**src/rtl/booth_divide_fsmd.sv**
```systemverilog
// ---------------------------------------------------------------------------
// booth_divide_fsmd
//   Sequential signed integer divider (restoring algorithm on magnitudes).
//   One quotient bit is resolved per clock in CALC, then FIX applies the
//   signs. The quotient truncates toward zero and the remainder takes the
//   sign of the dividend. The start/finish handshake matches the Booth
//   multiplier, so one sequencer can drive both blocks.
//
// Ports:
//   clk_i          rising-edge clock
//   reset_ni       asynchronous active-low reset
//   enable_i       start in IDLE, acknowledge/release in DONE
//   dividend_i     signed dividend, sampled on the start edge only
//   divisor_i      signed divisor, sampled on the start edge only
//   data_valid_o   result valid (high only in DONE)
//   quotient_o     signed quotient (registered)
//   remainder_o    signed remainder (registered)
//   div_by_zero_o  last operation had a zero divisor
// ---------------------------------------------------------------------------
module booth_divide_fsmd #(
  parameter int DATA_SIZE = 8
) (
  input  logic                 clk_i,
  input  logic                 reset_ni,
  input  logic                 enable_i,
  input  logic [DATA_SIZE-1:0] dividend_i,
  input  logic [DATA_SIZE-1:0] divisor_i,
  output logic                 data_valid_o,
  output logic [DATA_SIZE-1:0] quotient_o,
  output logic [DATA_SIZE-1:0] remainder_o,
  output logic                 div_by_zero_o
);

  localparam int CW = $clog2(DATA_SIZE + 1);

  typedef enum logic [1:0] {
    IDLE = 2'd0,
    CALC = 2'd1,
    FIX  = 2'd2,
    DONE = 2'd3
  } state_t;

  state_t state_q, state_d;

  // Datapath registers
  logic                 neg_quo_q, neg_quo_d;     // quotient sign
  logic                 neg_rem_q, neg_rem_d;     // remainder sign
  logic [DATA_SIZE-1:0] quo_q, quo_d;             // Q: |dividend| shifting into quotient
  logic [DATA_SIZE-1:0] mag_q, mag_d;             // M: |divisor|
  logic [DATA_SIZE:0]   acc_q, acc_d;             // A: partial remainder
  logic [CW-1:0]        count_q, count_d;

  // Output registers
  logic [DATA_SIZE-1:0] quotient_q, quotient_d;
  logic [DATA_SIZE-1:0] remainder_q, remainder_d;
  logic                 dbz_q, dbz_d;
  logic                 valid_q, valid_d;

  // Magnitudes; the most negative value maps to 2^(DATA_SIZE-1), which
  // still fits in the unsigned DATA_SIZE-bit register.
  logic [DATA_SIZE-1:0] dividend_abs;
  logic [DATA_SIZE-1:0] divisor_abs;

  // {A,Q} << 1 seen from A's side, kept one bit wider than A so the trial
  // subtraction borrow lands in the MSB.
  logic [DATA_SIZE+1:0] acc_shift;
  logic [DATA_SIZE+1:0] trial;

  assign dividend_abs = dividend_i[DATA_SIZE-1] ? -dividend_i : dividend_i;
  assign divisor_abs  = divisor_i[DATA_SIZE-1]  ? -divisor_i  : divisor_i;

  assign acc_shift = {acc_q, quo_q[DATA_SIZE-1]};
  assign trial     = acc_shift - {2'b00, mag_q};

  // ---------------------------------------------------------------------
  // State register
  // ---------------------------------------------------------------------
  always_ff @(posedge clk_i or negedge reset_ni) begin
    if (!reset_ni) begin
      state_q <= IDLE;
    end else begin
      state_q <= state_d;
    end
  end

  // ---------------------------------------------------------------------
  // Next-state logic
  // ---------------------------------------------------------------------
  always_comb begin
    state_d = state_q;
    case (state_q)
      IDLE: begin
        if (enable_i) begin
          state_d = (divisor_i == '0) ? DONE : CALC;
        end
      end
      CALC: begin
        if (count_q == CW'(1)) begin
          state_d = FIX;
        end
      end
      FIX:  state_d = DONE;
      DONE: begin
        if (enable_i) begin
          state_d = IDLE;
        end
      end
      default: state_d = IDLE;
    endcase
  end

  // ---------------------------------------------------------------------
  // Output / datapath logic
  // ---------------------------------------------------------------------
  always_comb begin
    neg_quo_d   = neg_quo_q;
    neg_rem_d   = neg_rem_q;
    quo_d       = quo_q;
    mag_d       = mag_q;
    acc_d       = acc_q;
    count_d     = count_q;
    quotient_d  = quotient_q;
    remainder_d = remainder_q;
    dbz_d       = dbz_q;
    // Valid tracks the registered state, so it is high exactly in DONE.
    valid_d     = (state_d == DONE);

    case (state_q)
      IDLE: begin
        if (enable_i) begin
          neg_quo_d   = dividend_i[DATA_SIZE-1] ^ divisor_i[DATA_SIZE-1];
          neg_rem_d   = dividend_i[DATA_SIZE-1];
          quo_d       = dividend_abs;
          mag_d       = divisor_abs;
          acc_d       = '0;
          count_d     = CW'(DATA_SIZE);
          quotient_d  = '0;
          remainder_d = '0;
          dbz_d       = 1'b0;
          if (divisor_i == '0) begin
            quotient_d  = '1;
            remainder_d = dividend_i;
            dbz_d       = 1'b1;
          end
        end
      end
      CALC: begin
        // Restore on borrow: keep the shifted A and shift in a 0.
        if (!trial[DATA_SIZE+1]) begin
          acc_d = trial[DATA_SIZE:0];
        end else begin
          acc_d = acc_shift[DATA_SIZE:0];
        end
        quo_d   = {quo_q[DATA_SIZE-2:0], ~trial[DATA_SIZE+1]};
        count_d = count_q - 1'b1;
      end
      FIX: begin
        quotient_d  = neg_quo_q ? -quo_q : quo_q;
        remainder_d = neg_rem_q ? -acc_q[DATA_SIZE-1:0] : acc_q[DATA_SIZE-1:0];
      end
      default: ;
    endcase
  end

  // ---------------------------------------------------------------------
  // Datapath and output registers
  // ---------------------------------------------------------------------
  always_ff @(posedge clk_i or negedge reset_ni) begin
    if (!reset_ni) begin
      neg_quo_q   <= 1'b0;
      neg_rem_q   <= 1'b0;
      quo_q       <= '0;
      mag_q       <= '0;
      acc_q       <= '0;
      count_q     <= '0;
      quotient_q  <= '0;
      remainder_q <= '0;
      dbz_q       <= 1'b0;
      valid_q     <= 1'b0;
    end else begin
      neg_quo_q   <= neg_quo_d;
      neg_rem_q   <= neg_rem_d;
      quo_q       <= quo_d;
      mag_q       <= mag_d;
      acc_q       <= acc_d;
      count_q     <= count_d;
      quotient_q  <= quotient_d;
      remainder_q <= remainder_d;
      dbz_q       <= dbz_d;
      valid_q     <= valid_d;
    end
  end

  assign data_valid_o  = valid_q;
  assign quotient_o    = quotient_q;
  assign remainder_o   = remainder_q;
  assign div_by_zero_o = dbz_q;

endmodule

```
**config.mk**
```make
export PLATFORM = sky130hd
export DESIGN_NAME = booth_divide_fsmd
export DESIGN_NICKNAME = d
export VERILOG_FILES = /design/src/rtl/booth_divide_fsmd.sv
export SDC_FILE = /design/constraint.sdc
export NUM_CORES = 1
export LEC_CHECK = 0
export BUFFER_PORTS_ARGS = -buffer_cell sky130_fd_sc_hd__buf_4
export CAP_MARGIN = 15
export CORE_AREA = 2 2 83 85
export DETAILED_ROUTE_END_ITERATION = 8
export DIE_AREA = 0 0 85 87
export GPL_TIMING_DRIVEN = 1
export PLACE_DENSITY = 0.74
export SYNTH_ARGS = -nofsm -noshare
export SYNTH_HDL_FRONTEND = slang
export SYNTH_SLANG_ARGS = --single-unit
```
**constraint.sdc**
```tcl
create_clock -name clk_i -period 2.2 [get_ports clk_i]
set_clock_uncertainty 0.05 [all_clocks]
set_input_delay 0.44 -clock clk_i [delete_from_list [all_inputs] [get_ports clk_i]]
set_output_delay 0.44 -clock clk_i [all_outputs]
set_load 0.05 [all_outputs]
```
* Word level (Yosys, flattened, before mapping) *
Cells that the tools add are included.

operators by class
  muxes and demuxes = 23
  bitwise operators = 2
  reductions and logical operators = 7
  add/subtract/negate cells = 6
  equality and inequality tests = 6

operators by type and width
  cell                                              count
  2-to-1 mux 8 bit                                  9
  case mux 8 bit (2 select lines)                   3
  negator 8 bit                                     4
  2-to-1 mux 9 bit                                  2
  case mux 9 bit (2 select lines)                   1
  subtractor 10 x 8 -> 10 bit                       1
  zero test 8 bit                                   1
  2-to-1 mux 2 bit                                  4
  case mux 2 bit (4 select lines)                   1
  case mux 4 bit (2 select lines)                   1
  == test 2 bit, second input constant              3
  AND reduction 2 bit                               3
  == test 4 x 1 -> 1 bit, second input constant     1
  2-to-1 mux 4 bit                                  1
  nonzero test 2 bit                                2
  subtractor 4 x 1 -> 4 bit, second input constant  1
  == test 2 x 1 -> 1 bit, second input constant     1
  zero test 2 bit                                   1
  != test 2 bit, second input constant              1
  2-to-1 mux 1 bit                                  1
  NOT 1 bit                                         1
  bitwise XOR 1 bit                                 1

word-level totals
  output and inout port bits = 18
  register bits after elaboration = 51
  logic and storage cells = 55
  input bits = 19

* Depth between registers and ports, before layout *
Gate-level depths: netlist of the first run.

  word-level depth = 5
  gate-level depth with buffers = 10
  depth with buffers taken out = 10

* Least setup slack after synthesis of the first run *
Ideal clock, no wire load.

  kind = reg2reg
  start point = register quo_q[7]
  end point = register acc_q[6]
  buffers on the path = 0
  cell stages (with the launch flop) = 11
  arrival time = 2.287 ns
  period minus slack after synthesis = 2.452 ns
  path slack = -0.252 ns
  cell sequence = dfrtp_1 inv_1 ha_1 inv_1 fa_1 a211oi_1 nor3b_1 o31ai_1 o311ai_0 or4_1 o311ai_0

on the way
  word-level cells in the longest chain between the ends = 3

RTL lines
  item                             RTL line  RTL
  from (decl)                      48        logic [DATA_SIZE-1:0] quo_q, quo_d;
  from (signal assigned)           183       quo_q <= quo_d;
  subtractor 10 x 8 -> 10 bit      73        assign trial = acc_shift - {2'b00, mag_q};
  2-to-1 mux 9 bit                 149       if (!trial[DATA_SIZE+1]) begin
  case mux 9 bit (2 select lines)  128       case (state_q)
  to (signal assigned)             174       acc_q <= '0;
  to (signal assigned)             185       acc_q <= acc_d;
  to (decl)                        50        logic [DATA_SIZE:0] acc_q, acc_d;

No other way between the ends.
A chain may end at the register's enable or synchronous reset.

* Worst setup path after layout of the first run *
Same ends and word-level chain as after synthesis.

==> results of run 1 <==
-- final cells by class --
cell class	instances	area, sq um	share of cell area [%]
sequential	51	1280	29.7
tap	80	100	2.32
multi-input combinational	283	2040	47.4
inverter	27	101	2.35
clock buffer	6	72.6	1.69
timing repair buffer	85	678	15.7
clock inverter	2	37.5	0.872
-- final timing paths --
path / start / end / slack, ns / cells past startpoint
max in group asynchronous: reset_ni / acc_q[0]$_DFFE_PN0P_ / 1.53 / 1
worst max register to register: quo_q[7]$_DFFE_PN0P_ / acc_q[6]$_DFFE_PN0P_ / -0.30 / 10
worst min-delay path: reset_ni / quotient_o[5]$_DFFE_PN0P_ / 0.09 / 1
worst min register to register: div_by_zero_o$_DFFE_PN0P_ / div_by_zero_o$_DFFE_PN0P_ / 0.44 / 1
min in group clk_i: dividend_i[4] / remainder_o[4]$_DFFE_PN0P_ / 0.31 / 3
worst max-delay path: quo_q[7]$_DFFE_PN0P_ / acc_q[6]$_DFFE_PN0P_ / -0.30 / 10
-- critical path: cells and delay by family (launching register included) --
family / cells / cell delay (ns)
and+or+nand+nor: 2 / 0.53
DFF: 1 / 0.39
buffers and inverters: 2 / 0.12
adders and majority gates: 2 / 0.51
AOI/OAI and AO/OA: 4 / 0.80
-- sequential cells by signal (all words and copies together), names as in the netlist --
name / flops
remainder_o: 8
acc_q: 9
quo_q: 8
neg_quo_q: 1
state_q: 2
mag_q: 8
neg_rem_q: 1
div_by_zero_o: 1
data_valid_o: 1
count_q: 4
quotient_o: 8
-- Yosys cell counts, drive strengths merged, types with 3 or more instances --
cell type,number
o31ai,9
xnor2,20
dfrtp,51
ha,14
nor2,20
nor3,10
o21ai,34
mux2i,5
xor2,10
nand3,14
nand2,46
nand4,7
a21oi,18
clkbuf,17
buf,7
and3,5
a221oi,4
nor4,3
o22ai,8
nand2b,5
o2111ai,3
inv,25
or4,5
or3,6
o311ai,3
a22oi,4
a221o,3
-- metal layers --
| metal | GRT usage, % | vias to the layer above | wire [microns] |
|---|---|---|---|
| met2 | 44.5 | 144 | 4770 |
| met3 | 3.70 | 33 | 580 |
| met4 | 9.52 | 0 | 290 |
| met1 | 30.4 | 1525 | 3750 |
| li1 | - | 1513 | - |
| met5 | 0 | - | 0 |
-- power by group --
part	internal (mW)	leakage [nW]	switching [mW]	total, mW
Combinational	2.51	1.23	2.97	5.48
Sequential	1.35	0.647	0.390	1.75
Clock	0.340	0.0514	0.331	0.671
-- through the flow --
step	setup WS (ns)	power, mW	area (sq um)	setup TNS, ns	hold WS [ns]
5_1_grt	-0.438	8.38	4310	-1.27	0.148
3_3_place_gp	-0.229	5.97	3930	-0.529	0.412
4_1_cts	-0.192	7.30	4180	-0.513	0.126
6_report	-0.301	7.90	4310	-0.735	0.0881
2_1_floorplan	-0.171	4.70	3350	-0.244	0.0944
3_5_place_dp	-0.326	6.12	3930	-0.861	0.417
-- placed cells by master (no fill, tap or decap), types with 5 or more instances in the layout --
cell type	instances
a21oi_1	18
and3_1	5
buf_4	79
clkbuf_8	5
dfrtp_1	50
ha_1	9
inv_1	21
mux2i_1	5
nand2_1	45
nand2b_1	5
nand3_1	13
nand4_1	7
nor2_1	18
nor3_1	8
o21ai_0	31
o22ai_1	8
o31ai_1	8
or3_1	5
or4_1	5
xnor2_1	19
xor2_1	10
-- cells by family (layout without fill, tap and decap cells) --
kind of cell,after synthesis,in the layout,share of synthesized area [%]
fa+ha+maj,15,15,5.87
buf+inv,51,120,6.25
compound gates,102,102,20.5
flops,51,51,38.4
simple gates,129,129,18.9
mux,7,7,2.18
xor+xnor,30,30,7.90
-- repair_timing --
| action | CTS | global route |
|---|---|---|
| pin swaps | 10 | 5 |
| endpoints found under the hold margin | 0 | 0 |
| hold buffers | 0 | 0 |
| setup buffers | 10 | 2 |
| endpoints found under the setup margin | 7 | 8 |
| resized for setup | 19 | 17 |
==> flow_summary.yaml, run 1 <==
die:
  dieWidth_microns: 85
  initial_core_util_pct: 50.6
  core_area_sq_um: 6570
  rows: 30
  die_area_sq_um: 7400
  die-height_microns: 87
  io-pin-count: 37
synth:
  synth.lib_cells_used.distinct: 53
  synth_enable_flop_cells: 0
  async_flop_share_pct: 100
  synth.cell_area_sq_um: 3330
  netlist_top_cells_area: "dfrtp_1 (38%), ha_1 (5.3%), xnor2_1 (5.3%), nand2_1 (5.2%), o21ai_0 (4.8%)"
  synth.yosys.seq_area_share_pct: 38.4
  yosysTopAreaCellShare_pct: 38.4
  synthesis.nets: 419
  synth_flop_cell: "dfrtp_1"
  yosys_register_bits: 51
  ys_warn_count: 0
  syn_area_per_cell_sq_um: 8.64
  synth_largest_area_cell: "dfrtp_1"
  post_synth_inst_count: 385
worst_setup_path:
  critPathLaunchType: "flop"
  cp_max_fo: 2
  cp_data_arrival_time_ns: 2.66
  critPathRequiredTime_ns: 2.36
  setup.worst_path.end_class: "flop"
  timing.critical_path.cells: "inv_2, ha_4, inv_2, fa_2, a211oi_4, nor3b_2, o31ai_2, o311ai_1, or4_1, o311ai_1"
  crit_slowest_cell: "or4_1"
  timing.critical_path.slowest_cell_delay_ns: 0.44
  worst_setup_path_class: "flop to flop"
sta:
  max_slew_margin_pct: 51.5
  timing_max_transition_violations_final: 0
  layout_setup_ws_ns: -0.301
  worst_pin_slew_ns: 0.723
  finalCriticalPeriod_ns: 2.50
  post-route-period-util_pct: 114
  endpoints_failing_setup: 5
  unrepaired_setup_endpoints_after_global_routing: "true"
  max_clock_freq_mhz: 400
  hold_viol: 0
pwr:
  power-per-cell-area_nw_per_um2: 1830
  leakage_nw: 1.93
  peakVddDrop_v: 0.000936
drt:
  drt-pass1-iter-count: 5
  routed-via-count: 3215
  final_antenna_net_count: 0
  route.detailed.drc: 0
  detail_route.iter0.violations: 274
  wl_mm: 9.39
  via_per_inst: 6.02
  wl_per_cell_microns: 17.6
global_routing:
  number_of_global_route_vias_before_repair: 3168
  antenna_found_initial: 0
  largest_net_degree_at_the_start_of_global_routing: 52
  grt_overflow_total: 0
  grt_pass1_wl_mm: 14.9
  grt_util_all_layers_pct: 24.9
flow_run:
  drv.max_cap_violation_count: 0
finish:
  instances_no_fill: 534
  areaGrowthSynthToFinish_pct: 29.5
  n_diodes: 0
  layout.filler_cells: 523
  fin_nets: 487
  drive_above_1_share_pct: 28.0
  finish.utilization_pct: 65.6
clock_tree:
  clock_tree.htree_level_count: 2
  clk_buf_depth: 2
  cts.clk_slew.worst_paths_ns: 0.10
  cts.sinks: 51
  clock_tree.root_cell: "clkbuf_8"
  tritoncts_buffers: 5
  tritoncts: "done"
  insertion_delay_ns: 0.31
placed_design:
  finalWeightedCongestion: 0.873
  io_buffer_count: 36
  total_half_perimeter_wirelength_after_legalization_and_detailed_placement_mm: 6.28
  dp.cells: 515
outcome:
  status: "complete, but fails checks"
  violations_in_the_final_reports: "negative setup slack"
min_path:
  worstHoldPathType: "input pin to async pin"
Note: power is estimated with default switching activity, not from simulation.
==> run 2: changes to the inputs <==
REMOVE_ABC_BUFFERS = 1   (was not set)
==> flow_summary.yaml, run 2 (synthesis gave the netlist of run 1 again) <==
die:
  core_area_sq_um: 6570
  dieWidth_microns: 85
  die_area_sq_um: 7400
  initial_core_util_pct: 50.6
  rows: 30
  io-pin-count: 37
  die-height_microns: 87
clock_tree:
  clock_tree.htree_level_count: 2
  insertion_delay_ns: 0.31
  clk_buf_depth: 2
  cts.sinks: 51
  clock_tree.root_cell: "clkbuf_8"
  tritoncts: "done"
  cts.clk_slew.worst_paths_ns: 0.10
  tritoncts_buffers: 5
  ctsHoldBuffers: 0
worst_setup_path:
  critPathLaunchType: "flop"
  cp_data_arrival_time_ns: 2.66
  critical_path_buf_inv_count: 2
  critPathRequiredTime_ns: 2.36
  worst_setup_path_class: "flop to flop"
  setup.worst_path.end_class: "flop"
  cp_max_fo: 2
  critical-path-top-cell-by-count: "inv_2"
  critical_path.top_delay_family: "compound AO/OA/AOI/OAI gates"
  crit_slowest_cell: "or4_1"
  timing.critical_path.slowest_cell_delay_ns: 0.45
  timing.critical_path.cells: "inv_2, ha_4, inv_2, fa_2, a211oi_2, nor3b_2, o31ai_2, o311ai_2, or4_1, o311ai_1"
finish:
  areaGrowthSynthToFinish_pct: 26.7
  layout.cells.most_common: "buf_4"
  layout.filler_cells: 535
  seqCellArea_sq_um: 1280
  fin_nets: 484
  mostFrequentLayoutCells: "buf_4 (80), dfrtp_1 (51), nand2_1 (46), o21ai_0 (31), inv_1 (22)"
  instances_no_fill: 531
  post-route-cell-area_sq_um: 4210
  multi_input_comb_area_sq_um: 1970
  top_register: "acc_q"
  n_diodes: 0
  drive_above_1_share_pct: 24.8
  largest_register_ff_count: 9
sta:
  hold_viol: 0
  worst_pin_slew_ns: 0.671
  post-route-period-util_pct: 113
  endpoints_failing_setup: 8
  unrepaired_setup_endpoints_after_global_routing: "true"
  layout_setup_ws_ns: -0.296
  max_clock_freq_mhz: 401
  max_slew_margin_pct: 55.3
  timing_max_transition_violations_final: 0
  finalCriticalPeriod_ns: 2.50
  totalNegativeSetupSlack_ns: -1.00
placed_design:
  total_half_perimeter_wirelength_after_legalization_and_detailed_placement_mm: 6.42
  dp.cells: 516
  worst_case_setup_slack_after_placement_ns: -0.410
  finalWeightedCongestion: 0.904
  postPlaceCellArea_sq_um: 3890
  io_buffer_count: 36
pwr:
  peakVddDrop_v: 0.000837
  power.combinational.fraction_pct: 66.4
  report.power.total_mw: 7.51
  pwr-share-clk_pct: 10.5
  switching_share_pct: 47.0
  power_switching_mw: 3.53
  leakage_nw: 1.92
  cell_internal_pwr_mw: 3.98
  seq_power_share_pct: 23.1
  power-per-cell-area_nw_per_um2: 1780
drt:
  top_routing_layer_used: "met4"
  wl_per_cell_microns: 17.7
  wl_mm: 9.42
  detail_route.iter0.violations: 258
  detailroute.wirelength.met2_mm: 4.57
  via_per_inst: 6.15
  drt-pass1-iter-count: 6
  met1Wirelength_mm: 3.80
  routed-via-count: 3266
  route.detailed.drc: 0
  met3RoutedLength_microns: 685
  final_antenna_net_count: 0
global_routing:
  grt_util_all_layers_pct: 26.0
  largest_net_degree_at_the_start_of_global_routing: 52
  grt_overflow_total: 0
  grt_pass1_wl_mm: 15.4
  number_of_global_route_vias_before_repair: 3257
  antenna_found_initial: 0
outcome:
  violations_in_the_final_reports: "negative setup slack"
  status: "complete, but fails checks"
flow_run:
  drv.max_cap_violation_count: 0
min_path:
  worstHoldPathType: "input pin to async pin"
==> run 2: metrics by stage <==
step / hold slack, ns / utilization (%)
2_1_floorplan: 0.0944 / -
3_3_place_gp: 0.414 / 59.3
3_5_place_dp: 0.418 / 59.3
4_1_cts: 0.130 / 63.0
5_1_grt: 0.142 / 64.2
6_report: 0.0892 / 64.2
==> run 2: repair_timing <==
item                       CTS  global route
buffers inserted             5             3
setup endpoints to repair    8            10
resized for setup           21             8
pin swaps                    8             4
==> run 2: final cells by class <==
class                      count  share of cell area (%)
timing repair buffer          82                    15.0
tap                           80                    2.38
multi-input combinational    283                    46.8
sequential                    51                    30.3
clock buffer                   6                    1.72
clock inverter                 2                    1.43
inverter                      27                    2.40
==> run 2: final timing paths <==
path / from / end / slack [ns] / cells after the start
hold reg to reg: div_by_zero_o$_DFFE_PN0P_ / div_by_zero_o$_DFFE_PN0P_ / 0.43 / 1
hold / removal: reset_ni / remainder_o[2]$_DFFE_PN0P_ / 0.09 / 1
min in group clk_i: dividend_i[4] / remainder_o[4]$_DFFE_PN0P_ / 0.32 / 3
max in group asynchronous: reset_ni / acc_q[7]$_DFFE_PN0P_ / 1.55 / 1
setup reg to reg: quo_q[7]$_DFFE_PN0P_ / acc_q[6]$_DFFE_PN0P_ / -0.30 / 10
setup / recovery: quo_q[7]$_DFFE_PN0P_ / acc_q[6]$_DFFE_PN0P_ / -0.30 / 10
==> run 2: power groups by stage <==
stage	Sequential [mW]	Combinational [mW]	Clock, mW
floorplan	2.15	2.30	0
finish	1.73	4.99	0.789
global route	1.79	5.38	0.835
detailed placement	1.73	4.25	0
global placement	1.70	4.14	0
CTS	1.72	4.59	0.790
==> run 2: routing by layer <==
metal,vias to the layer above,GRT usage [%]
met5,-,0
met4,0,10.8
met3,39,4.64
met2,164,45.5
met1,1558,31.7
li1,1505,-
